File: src/rtl/multicycle_controller.sv
// Main control FSM of the multi-cycle MIPS datapath (IF/ID/EX/MEM/WB) with registered Moore outputs.
// Optional MULTICYCLE_ILLEGAL_TRAP_EN: illegal instructions park in TRAP and raise IllegalInst.
module multicycle_controller #(
  parameter int STATE_W = 4,
  parameter int ALUOP_W = 4
) (
  input  logic               clk,
  input  logic               reset,
  input  logic [5:0]         OpCode,
  input  logic [5:0]         Funct,
  output logic               PCWrite,
  output logic               PCWriteCond,
  output logic               IorD,
  output logic               MemRead,
  output logic               MemWrite,
  output logic               IRWrite,
  output logic               RegWrite,
  output logic               ExtOp,
  output logic               LuiOp,
  output logic [1:0]         RegDst,
  output logic [1:0]         MemtoReg,
  output logic [1:0]         ALUSrcA,
  output logic [1:0]         ALUSrcB,
  output logic [1:0]         PCSource,
  output logic [ALUOP_W-1:0] ALUOp,
  output logic [STATE_W-1:0] State
`ifdef MULTICYCLE_ILLEGAL_TRAP_EN
  ,
  output logic               IllegalInst
`endif
);

  typedef enum logic [STATE_W-1:0] {
    S_IF   = STATE_W'(0),  S_ID  = STATE_W'(1),  S_MADR = STATE_W'(2),
    S_MRD  = STATE_W'(3),  S_MWB = STATE_W'(4),  S_MWR  = STATE_W'(5),
    S_REX  = STATE_W'(6),  S_RWB = STATE_W'(7),  S_BEQ  = STATE_W'(8),
    S_JMP  = STATE_W'(9),  S_IEX = STATE_W'(10), S_IWB  = STATE_W'(11),
    S_TRAP = STATE_W'(12)
  } state_t;

  typedef struct packed {
    logic       pc_write;
    logic       pc_write_cond;
    logic       iord;
    logic       mem_read;
    logic       mem_write;
    logic       ir_write;
    logic       reg_write;
    logic       ext_op;
    logic       lui_op;
    logic [1:0] reg_dst;
    logic [1:0] memto_reg;
    logic [1:0] alu_src_a;
    logic [1:0] alu_src_b;
    logic [1:0] pc_source;
    logic [3:0] alu_op;
  } ctrl_t;

`ifdef MULTICYCLE_ILLEGAL_TRAP_EN
  localparam state_t S_ILL = S_TRAP;
`else
  localparam state_t S_ILL = S_IF;
`endif

  state_t state_r;
  state_t nxt_state_s;
  ctrl_t  nxt_ctrl_s;
  logic   armed_r;

  function automatic logic is_legal_rtype(input logic [5:0] fn);
    case (fn)
      6'h00, 6'h02, 6'h03, 6'h08, 6'h09,
      6'h20, 6'h21, 6'h22, 6'h23, 6'h24, 6'h25, 6'h26, 6'h27,
      6'h2a, 6'h2b: is_legal_rtype = 1'b1;
      default:      is_legal_rtype = 1'b0;
    endcase
  endfunction

  // Control word presented while sitting in state st; EX/WB/JMP also look at the instruction.
  function automatic ctrl_t decode(input state_t st, input logic [5:0] op, input logic [5:0] fn);
    ctrl_t d;
    d = '0;
    case (st)
      S_IF:   begin d.mem_read = 1'b1; d.ir_write = 1'b1; d.pc_write = 1'b1; d.alu_src_b = 2'd1; end
      S_ID:   begin d.alu_src_b = 2'd3; d.ext_op = 1'b1; end
      S_MADR: begin d.alu_src_a = 2'd1; d.alu_src_b = 2'd2; d.ext_op = 1'b1; end
      S_MRD:  begin d.mem_read = 1'b1; d.iord = 1'b1; end
      S_MWB:  begin d.reg_write = 1'b1; d.memto_reg = 2'd1; end
      S_MWR:  begin d.mem_write = 1'b1; d.iord = 1'b1; end
      S_REX: begin
        if ((fn == 6'h00) || (fn == 6'h02) || (fn == 6'h03)) d.alu_src_a = 2'd2;
        else                                               d.alu_src_a = 2'd1;
        d.alu_op = 4'b0001;
      end
      S_RWB:  begin d.reg_write = 1'b1; d.reg_dst = 2'd1; end
      S_BEQ: begin
        d.alu_src_a = 2'd1; d.alu_op = 4'b0011; d.pc_write_cond = 1'b1; d.pc_source = 2'd1;
      end
      S_JMP: begin
        d.pc_write = 1'b1;
        if (op == 6'h00) begin
          d.pc_source = 2'd3;
          if (fn == 6'h09) begin d.reg_write = 1'b1; d.reg_dst = 2'd1; d.memto_reg = 2'd2; end
          else             d.reg_write = 1'b0;
        end else begin
          d.pc_source = 2'd2;
          if (op == 6'h03) begin d.reg_write = 1'b1; d.reg_dst = 2'd2; d.memto_reg = 2'd2; end
          else             d.reg_write = 1'b0;
        end
      end
      // IWB keeps the IEX ALU setup so the ALU output stays consistent while writing back.
      S_IEX, S_IWB: begin
        d.alu_src_a = 2'd1;
        d.alu_src_b = 2'd2;
        d.reg_write = (st == S_IWB);
        case (op)
          6'h08:   d.ext_op = 1'b1;
          6'h09:   begin d.alu_op = 4'b1000; d.ext_op = 1'b1; end
          6'h0a:   begin d.alu_op = 4'b0010; d.ext_op = 1'b1; end
          6'h0b:   begin d.alu_op = 4'b1010; d.ext_op = 1'b1; end
          6'h0c:   d.alu_op = 4'b1100;
          6'h0f:   d.lui_op = 1'b1;
          default: d.alu_op = 4'b0000;
        endcase
      end
      default: d = '0;
    endcase
    decode = d;
  endfunction

  // Next-state selection; the first IF after reset is a quiet cycle that arms fetch.
  always_comb begin
    nxt_state_s = S_IF;
    case (state_r)
      S_IF: begin
        if (armed_r) nxt_state_s = S_ID;
        else         nxt_state_s = S_IF;
      end
      S_ID: begin
        case (OpCode)
          6'h23, 6'h2b: nxt_state_s = S_MADR;
          6'h00: begin
            if ((Funct == 6'h08) || (Funct == 6'h09)) nxt_state_s = S_JMP;
            else if (is_legal_rtype(Funct))           nxt_state_s = S_REX;
            else                                      nxt_state_s = S_ILL;
          end
          6'h04:        nxt_state_s = S_BEQ;
          6'h02, 6'h03: nxt_state_s = S_JMP;
          6'h08, 6'h09, 6'h0a, 6'h0b, 6'h0c, 6'h0f: nxt_state_s = S_IEX;
          default:      nxt_state_s = S_ILL;
        endcase
      end
      S_MADR: begin
        if (OpCode == 6'h23) nxt_state_s = S_MRD;
        else                 nxt_state_s = S_MWR;
      end
      S_MRD: nxt_state_s = S_MWB;
      S_REX: nxt_state_s = S_RWB;
      S_IEX: nxt_state_s = S_IWB;
`ifdef MULTICYCLE_ILLEGAL_TRAP_EN
      S_TRAP: nxt_state_s = S_TRAP;
`endif
      default: nxt_state_s = S_IF;
    endcase
    nxt_ctrl_s = decode(nxt_state_s, OpCode, Funct);
  end

  // State register and registered control outputs.
  always_ff @(posedge clk or negedge reset) begin
    if (!reset) begin
      state_r     <= S_IF;
      armed_r     <= 1'b0;
      PCWrite     <= 1'b0;
      PCWriteCond <= 1'b0;
      IorD        <= 1'b0;
      MemRead     <= 1'b0;
      MemWrite    <= 1'b0;
      IRWrite     <= 1'b0;
      RegWrite    <= 1'b0;
      ExtOp       <= 1'b0;
      LuiOp       <= 1'b0;
      RegDst      <= 2'd0;
      MemtoReg    <= 2'd0;
      ALUSrcA     <= 2'd0;
      ALUSrcB     <= 2'd0;
      PCSource    <= 2'd0;
      ALUOp       <= '0;
`ifdef MULTICYCLE_ILLEGAL_TRAP_EN
      IllegalInst <= 1'b0;
`endif
    end else begin
      state_r     <= nxt_state_s;
      armed_r     <= 1'b1;
      PCWrite     <= nxt_ctrl_s.pc_write;
      PCWriteCond <= nxt_ctrl_s.pc_write_cond;
      IorD        <= nxt_ctrl_s.iord;
      MemRead     <= nxt_ctrl_s.mem_read;
      MemWrite    <= nxt_ctrl_s.mem_write;
      IRWrite     <= nxt_ctrl_s.ir_write;
      RegWrite    <= nxt_ctrl_s.reg_write;
      ExtOp       <= nxt_ctrl_s.ext_op;
      LuiOp       <= nxt_ctrl_s.lui_op;
      RegDst      <= nxt_ctrl_s.reg_dst;
      MemtoReg    <= nxt_ctrl_s.memto_reg;
      ALUSrcA     <= nxt_ctrl_s.alu_src_a;
      ALUSrcB     <= nxt_ctrl_s.alu_src_b;
      PCSource    <= nxt_ctrl_s.pc_source;
      ALUOp       <= ALUOP_W'(nxt_ctrl_s.alu_op);
`ifdef MULTICYCLE_ILLEGAL_TRAP_EN
      IllegalInst <= (nxt_state_s == S_TRAP);
`endif
    end
  end

  assign State = state_r;

endmodule

File: config.mk
export PLATFORM = sky130hd
export DESIGN_NAME = multicycle_controller
export DESIGN_NICKNAME = d
export VERILOG_FILES = /design/src/rtl/multicycle_controller.sv
export SDC_FILE = /design/constraint.sdc
export NUM_CORES = 1
export LEC_CHECK = 0
export ABC_AREA = 0
export CORE_ASPECT_RATIO = 0.7
export CORE_MARGIN = 3
export CORE_UTILIZATION = 40
export CTS_CLUSTER_DIAMETER = 100
export DETAILED_ROUTE_END_ITERATION = 8
export MAX_ROUTING_LAYER = met4
export PLACE_DENSITY_LB_ADDON = 0.3
export SYNTH_ARGS = -nofsm -noshare
export SYNTH_HDL_FRONTEND = slang
export SYNTH_SLANG_ARGS = --single-unit
File: constraint.sdc
create_clock -name clk -period 2.4 [get_ports clk]
set_input_delay 0.48 -clock clk [delete_from_list [all_inputs] [get_ports clk]]
set_output_delay 0.48 -clock clk [all_outputs]
set_load 0.005 [all_outputs]
* Word level (Yosys, flattened, before mapping)
Memory sizes are Yosys's and may differ from the RTL's. Index checks and enable logic that the tools add are counted.
Word-level totals: register bits 28, ROM bits 64, bits of input ports 14, output and inout bits 27, memories kept 1
Memory list:
- (no name shown) | words 64, bits a word 1, read ports 1, clocked after memory_dff 0, wr ports 0, line 71 | case (fn)
Operators by class: equal/unequal tests 31, muxes and demuxes 35, reduce and logical (&&, ||, !) cells 19
Operator list (number):
- $eq A6 B4 Y1 const B | 8
- $eq A6 B2 Y1 const B | 4
- $pmux W4 S6 | 1
- $eq A4 B3 Y1 const B | 5
- $eq A4 B4 Y1 const B | 5
- $pmux W4 S5 | 1
- $mux W1 | 17
- $eq A4 B2 Y1 const B | 4
- $pmux W2 S2 | 4
- $pmux W4 S4 | 1
- $reduce_or A2 Y1 | 8
- $eq A6 B6 Y1 const B | 2
- $logic_not A6 Y1 | 2
- $mux W4 | 3
- $pmux W4 S3 | 1
- $mux W3 | 3
- $eq A4 B1 Y1 const B | 2
- $logic_not A4 Y1 | 2
- $reduce_or A4 Y1 | 2
- $eq A6 B3 Y1 const B | 1
- $pmux W2 S3 | 1
- $reduce_or A6 Y1 | 1
- $logic_or A1 B1 Y1 | 3
- $pmux W1 S3 | 1
- 3 further kinds | 3

* Longest topological paths before layout
Gate-level depths: netlist of run 1.
depth after elaboration 12, gate-level depth with buffers 7, gate-level depth less buffers 6

* Least setup slack after synthesis of run 1
No wires, ideal clock.
path type in2reg, from input OpCode[4], to register ALUOp[3], setup time 0.111 ns, arrival 2.054 ns, data required time 2.289 ns, slack 0.235 ns, stages 6, path through buf_6 -> nor4b_1 -> mux2i_1 -> or3_4 -> a211o_4 -> a2111oi_2
RTL lines:
- from (decl) | line 9 | input logic [5:0] OpCode,
- to (signal assigned) | line 208 | ALUOp <= ALUOP_W'(nxt_ctrl_s.alu_op);
- to (decl) | line 25 | output logic [ALUOP_W-1:0] ALUOp,

==> impl_metrics.csv, run 1 <==
group,metric,value,unit
floorplan,fp.dieH,55.5,um
route,wl_per_cell,15.4,um
synthesis,synth-edff-count,0,
cts,clockRootBuffer,"clkbuf_8",
floorplan,die_area,0.00426,mm2
place,place_hpwl,3110,um
layout,fin_cells,253,
cts,cts_inserted_buffers,3,
power_and_ir_drop,power,1.04,mW
sta,tightest_slew,523,ps
place,place_congestion,0.908,
synthesis,synth.distinct_cells,46,
layout,fin_area,0.00220,mm2
worst_setup_path,r2r-start,"State[2]$_DFF_PN0_",
cts,cts.sinks,28,
layout,fin_nets,221,
synthesis,synth.avg_cell_area,10.3,um2
worst_setup_path,crit_slowest_cell,"clkdlybuf4s50_1",
worst_setup_path,r2r_slack,110,ps
synthesis,yosysMostFrequentCell,"dfrtp_1",
hold_path,min_delay_worst_endpoint,"ALUSrcA[1]$_DFF_PN0_",
sta,setup_violations,0,
worst_setup_path,cp.arrival,2510,ps
synthesis,synthAdderAreaFrac,0,%
cts,cts_tree,"done",
synthesis,synth_nets,150,
place,dp_slack,-423,ps
sta,setup_tns,0,ps
synthesis,syn_area,0.00140,mm2
worst_setup_path,critPathMaxStageDelay,420,ps
synthesis,async_flop_share,100,%
route,wirelength,3890,um
cts,clk_pin_slew,100,ps
global_route,grt_usage,19.0,%
power_and_ir_drop,p_leak,0.974,nW
synthesis,synth_xor_area_share,0.624,%
worst_setup_path,critPathKind,"input pin to register",
power_and_ir_drop,vdd_drop_max,0.333,mV
sta,max_clock_freq,424,MHz
floorplan,pin_count,41,
place,placedCellCount,249,
synthesis,yosys-top-cells-count,"dfrtp_1, nand2_1, inv_1, nor2_1, o21ai_0",
hold_path,min_path_cells,1,
global_route,antenna_found_initial,0,
worst_setup_path,end_kind,"register",
sta,hold_viol,0,
job,maxCapViolations,0,
cts,clk-insertion-delay-late,270,ps
synthesis,ys_seq_area_share,50.0,%
synthesis,synth_compound_area_share,18.9,%
place,port_buffers,40,
route,via_per_inst,5.17,
route,num_vias,1309,
worst_setup_path,path_cells,"clkdlybuf4s50_1, or3_4, nor3b_4, nor2b_4, o21ai_2, a211o_4, nor4_1",
floorplan,die_w,76.8,um
floorplan,rows,17,
hold_path,min-delay-start,"State[1]$_DFF_PN0_",
place,placedInstanceArea,0.00207,mm2
hold_path,hp-class,"register to register",
synthesis,synth_top_family_by_area,"simple AND/OR/NAND/NOR gates",
synthesis,yosys.area_share.simple,24.6,%
sta,fin_skew,9.65,ps
cts,cts_setup_buffers,0,
synthesis,synth_top_area_share,50.0,%
cts,cts_buffer_depth,2,
cts,cts_hold_buf,0,
worst_setup_path,cp-start-kind,"input pin",
route,first_pass_iters,5,
sta,slew_headroom,65.2,%
floorplan,core-area,0.00325,mm2
worst_setup_path,cp_max_fo,6,
floorplan,start_util,43.1,%
sta,whs,544,ps
worst_setup_path,worstPathRequired,2560,ps
global_route,grt_pass1_wl,6250,um
synthesis,ys_ff_latch,28,
power_and_ir_drop,p_per_area,472,mW/mm2
outcome,outcome,"completed",
route,ant_nets,0,
route,drcViolationCount,0,
global_route,grt_max_degree,29,
sta,setup_ws,42.5,ps
synthesis,synthTopCellsByArea,"dfrtp_1, nand2_1, a21o_1, nor2b_1, o21ai_0",
synthesis,synthCells,136,
route,drtIter0Drc,91,
synthesis,ys.flop_type,"dfrtp_1",
synthesis,yosys_warnings,0,
worst_setup_path,reg2regPathDepth,6,
layout,syn_to_final_growth,56.6,%
sta,fin_crit,2360,ps
worst_setup_path,rr_endpoint,"LuiOp$_DFF_PN0_",
sta,finalCritPeriodShare,98.2,%
layout,drive_gt1_share,26.2,%
global_route,grt_overflow_total,0,
sta,report.final.slew_viol_count,0,
cts,cts_max_level,1,
layout,n_antenna_cell,0,
global_route,first_global_vias,1276,
layout,final_util,67.5,%
synthesis,synth_largest_area_cell,"dfrtp_1",
synthesis,synth_mux_area_share,0.714,%
[flip-flops by register name, indices dropped and copies added, names as in the netlist]
name and cells:
ALUOp 4, State 4, ALUSrcA 2, ALUSrcB 2, MemtoReg 2, PCSource 2, RegDst 2, ExtOp 1
IRWrite 1, IorD 1, LuiOp 1, MemRead 1, MemWrite 1, PCWrite 1, PCWriteCond 1, RegWrite 1
armed_r 1
[cells by family (layout without fill, tap and decap cells)]
kind of cell / count (synthesis) / count (layout)
simple gates: 58 / 58
compound gates: 32 / 32
flops: 28 / 28
buf+inv: 15 / 85
other cells: 1 / 1
xor+xnor: 1 / 1
mux: 1 / 1
[routing by layer]
layer / vias up / track usage, % / wire length (um)
li1: 625 / - / -
met1: 624 / 27.2 / 1880
met2: 54 / 29.0 / 1740
met3: 6 / 2.77 / 229
met4: 0 / 3.36 / 44
met5: - / - / 0
[how the worst max path moves through the flow]
stage,startpoint,end,slack [ps],cells past startpoint
5_1_grt,OpCode[2],PCSource[0]$_DFF_PN0_,-2,8
2_1_floorplan,OpCode[4],ALUOp[3]$_DFF_PN0_,230,6
3_5_place_dp,Funct[2],ExtOp$_DFF_PN0_,-420,7
3_3_place_gp,OpCode[2],ALUOp[3]$_DFF_PN0_,-360,7
6_report,Funct[5],LuiOp$_DFF_PN0_,40,7
4_1_cts,OpCode[5],ALUOp[3]$_DFF_PN0_,4,7
[cell type report]
| cell class | instances | area, um2 |
|---|---|---|
| Clock buffer | 3 | 41.3 |
| Sequential cell | 28 | 701 |
| Multi-Input combinational cell | 93 | 692 |
| Clock inverter | 1 | 30.0 |
| Tap cell | 47 | 58.8 |
| Fill cell | 277 | 1060 |
| Inverter | 8 | 30.0 |
| Timing Repair Buffer | 73 | 644 |
[layout by cell type (no fill, tap or decap), types with 3 or more instances in the layout]
cell type / Yosys / layout
nand3_1: 5 / 5
inv_1: 8 / 8
nor3_1: 5 / 4
a21oi_1: 4 / 4
nor2_1: 7 / 7
or3_1: 4 / 3
clkdlybuf4s50_1: 0 / 34
o21ai_0: 6 / 5
nand2_1: 12 / 12
dfrtp_1: 28 / 28
a21o_1: 5 / 5
nor2b_1: 5 / 4
buf_4: 0 / 33
dlygate4sd2_1: 0 / 5
nand2b_1: 4 / 4
clkbuf_8: 0 / 3
[where the power goes]
part / switching [mW] / internal [mW]
clock network: 0.143 / 0.223
logic: 0.0866 / 0.0924
registers: 0.00527 / 0.486
[critical path, delay by kind of cell]
family                 cells  cell delay, ps
AOI/OAI and AO/OA          2             440
buffers and inverters      1             420
and+or+nand+nor            4            1160
[repair_timing]
| action | 4_1_cts | 5_1_grt |
|---|---|---|
| pin swaps | 1 | 5 |
| setup endpoints to repair | 6 | 8 |
| endpoints found under the hold margin | 0 | 0 |
| resized for setup | 11 | 6 |
Note: power is estimated with default switching activity, not from simulation.
==> inputs of run 2 (changes only) <==
HOLD_SLACK_MARGIN = 0.02   (was unset)
==> results of run 2 <==
Same layout as run 1: the final DEF is identical, and so are final timing and power.
==> inputs of run 3 (changes only) <==
CORE_UTILIZATION = 46   (was 40)
SLEW_MARGIN = 20   (was unset)
==> impl_metrics.csv, run 3 (synthesis results as in run 1) <==
group,metric,value,unit
outcome,outcome,"completed",
route,via_per_inst,5.47,
cts,clk_pin_slew,100,ps
floorplan,fp.dieH,52.2,um
sta,rsz0062_at_grt,"no",
route,wl_met3,234,um
worst_setup_path,cp.arrival,2510,ps
worst_setup_path,critPathKind,"input pin to register",
cts,clockRootBuffer,"clkbuf_8",
floorplan,die_area,0.00376,mm2
worst_setup_path,worstPathRequired,2580,ps
cts,cts_buffer_depth,2,
sta,hold_viol,0,
layout,mostFrequentLayoutCells,"buf_4, clkdlybuf4s50_1, dfrtp_1",
cts,clk-insertion-delay-late,280,ps
route,wirelength,4260,um
sta,fin_crit,2330,ps
cts,cts.sinks,28,
place,place_congestion,0.934,
worst_setup_path,cp_max_fo,6,
cts,cts_max_level,1,
global_route,first_global_vias,1317,
layout,layout_commonest_cell,"buf_4",
global_route,grt_overflow_total,0,
route,route.top_layer_used,"met4",
floorplan,core-area,0.00286,mm2
layout,fin_area,0.00230,mm2
sta,report.final.slew_viol_count,0,
floorplan,die_w,72,um
sta,max_clock_freq,428,MHz
route,drcViolationCount,0,
cts,cts_tree,"done",
place,placedInstanceArea,0.00208,mm2
route,drtIter0Drc,71,
sta,fin_skew,9.14,ps
floorplan,start_util,49.0,%
route,wl_met1,2010,um
sta,setup_violations,0,
route,wl_met2,1960,um
global_route,grt_usage,23.5,%
global_route,grt_max_degree,29,
route,num_vias,1368,
power_and_ir_drop,power,1.06,mW
cts,cts_inserted_buffers,3,
worst_setup_path,critPathLaunch,"Funct[2]",
route,ant_nets,0,
layout,drive_gt1_share,33.6,%
power_and_ir_drop,p_per_area,461,mW/mm2
job,maxCapViolations,0,
worst_setup_path,cp-start-kind,"input pin",
place,place_hpwl,3180,um
power_and_ir_drop,p_leak,1.05,nW
hold_path,hp-class,"input pin to asynchronous set/reset pin",
route,first_pass_iters,4,
worst_setup_path,end_kind,"register",
sta,setup_ws,66.1,ps
place,dp_slack,-472,ps
layout,fin_nets,229,
route,wl_per_cell,17.0,um
cts,cts_hold_buf,0,
global_route,grt_pass1_wl,6440,um
sta,finalCritPeriodShare,97.2,%
worst_setup_path,r2r-start,"State[3]$_DFF_PN0_",
layout,syn_to_final_growth,64.3,%
floorplan,pin_count,41,
global_route,antenna_found_initial,0,
power_and_ir_drop,vdd_drop_max,0.300,mV
place,port_buffers,40,
layout,n_antenna_cell,0,
layout,nFillCells,178,
floorplan,rows,16,
[run 3: cell count changes in the layout (fill, tap and decap cells not counted), moves of 3 or more]
cell	before	now
a21oi_1	4	1
a21oi_2	0	3
buf_4	33	40
dlygate4sd2_1	5	2
dlymetal6s2s_1	1	4
[run 3: worst max-delay path, stage by stage]
cell	delay (ps)
clkdlybuf4s50_1	410
or3_4	410
nor3b_4	240
nor2b_4	200
o21ai_1	70
a211o_4	370
a2111oi_4	320
[run 3: per-stage QoR]
| step | hold slack (ps) | instances | setup TNS (ps) | utilization [%] |
|---|---|---|---|---|
| final | 570 | 250 | 0 | 80.5 |
| after global routing | 600 | 250 | 0 | 80.5 |
| after CTS | 585 | 246 | 0 | 77.1 |
| after detailed placement | 653 | 241 | -4840 | 72.6 |
| after global placement | 640 | 241 | -4440 | 72.6 |
| after floorplan | 184 | 136 | 0 | - |
[run 3: metal layers]
layer | up-vias | GRT usage (%)
li1 | 644 | -
met1 | 671 | 31.8
met2 | 47 | 37.3
met3 | 6 | 4.41
met5 | - | -
met4 | 0 | 4.69
[run 3: report_power, final]
group          leakage [nW]  switching [mW]  internal, mW
Sequential            0.370         0.00544         0.486
Clock                0.0357           0.151         0.224
Combinational         0.645          0.0936         0.102
Total                  1.05           0.250         0.812
[run 3: path summary, 6_finish.rpt]
path,end,slack [ps],depth (start not counted)
worst max-delay path,ALUOp[3]$_DFF_PN0_,70,7
worst min-delay path,State[3]$_DFF_PN0_,570,2
worst max register to register,ALUOp[3]$_DFF_PN0_,160,6
worst min register to register,IorD$_DFF_PN0_,680,3
max in group asynchronous,ExtOp$_DFF_PN0_,1560,2
min in group clk,IorD$_DFF_PN0_,680,3
[run 3: area by class of cell]
class	count	area, um2	share of cell area (%)
Timing Repair Buffer	81	719	31.2
Multi-Input combinational cell	93	738	32.0
Inverter	8	30.0	1.30
Tap cell	36	45.0	1.95
Clock buffer	3	41.3	1.79
Sequential cell	28	701	30.4
Clock inverter	1	30.0	1.30
[run 3: what timing repair did]
item                                    CTS  global route
pin swaps                                 5             7
setup buffers                             1             4
endpoints found under the setup margin    5            16
gates resized for setup                  10            19
cloned                                    0             0
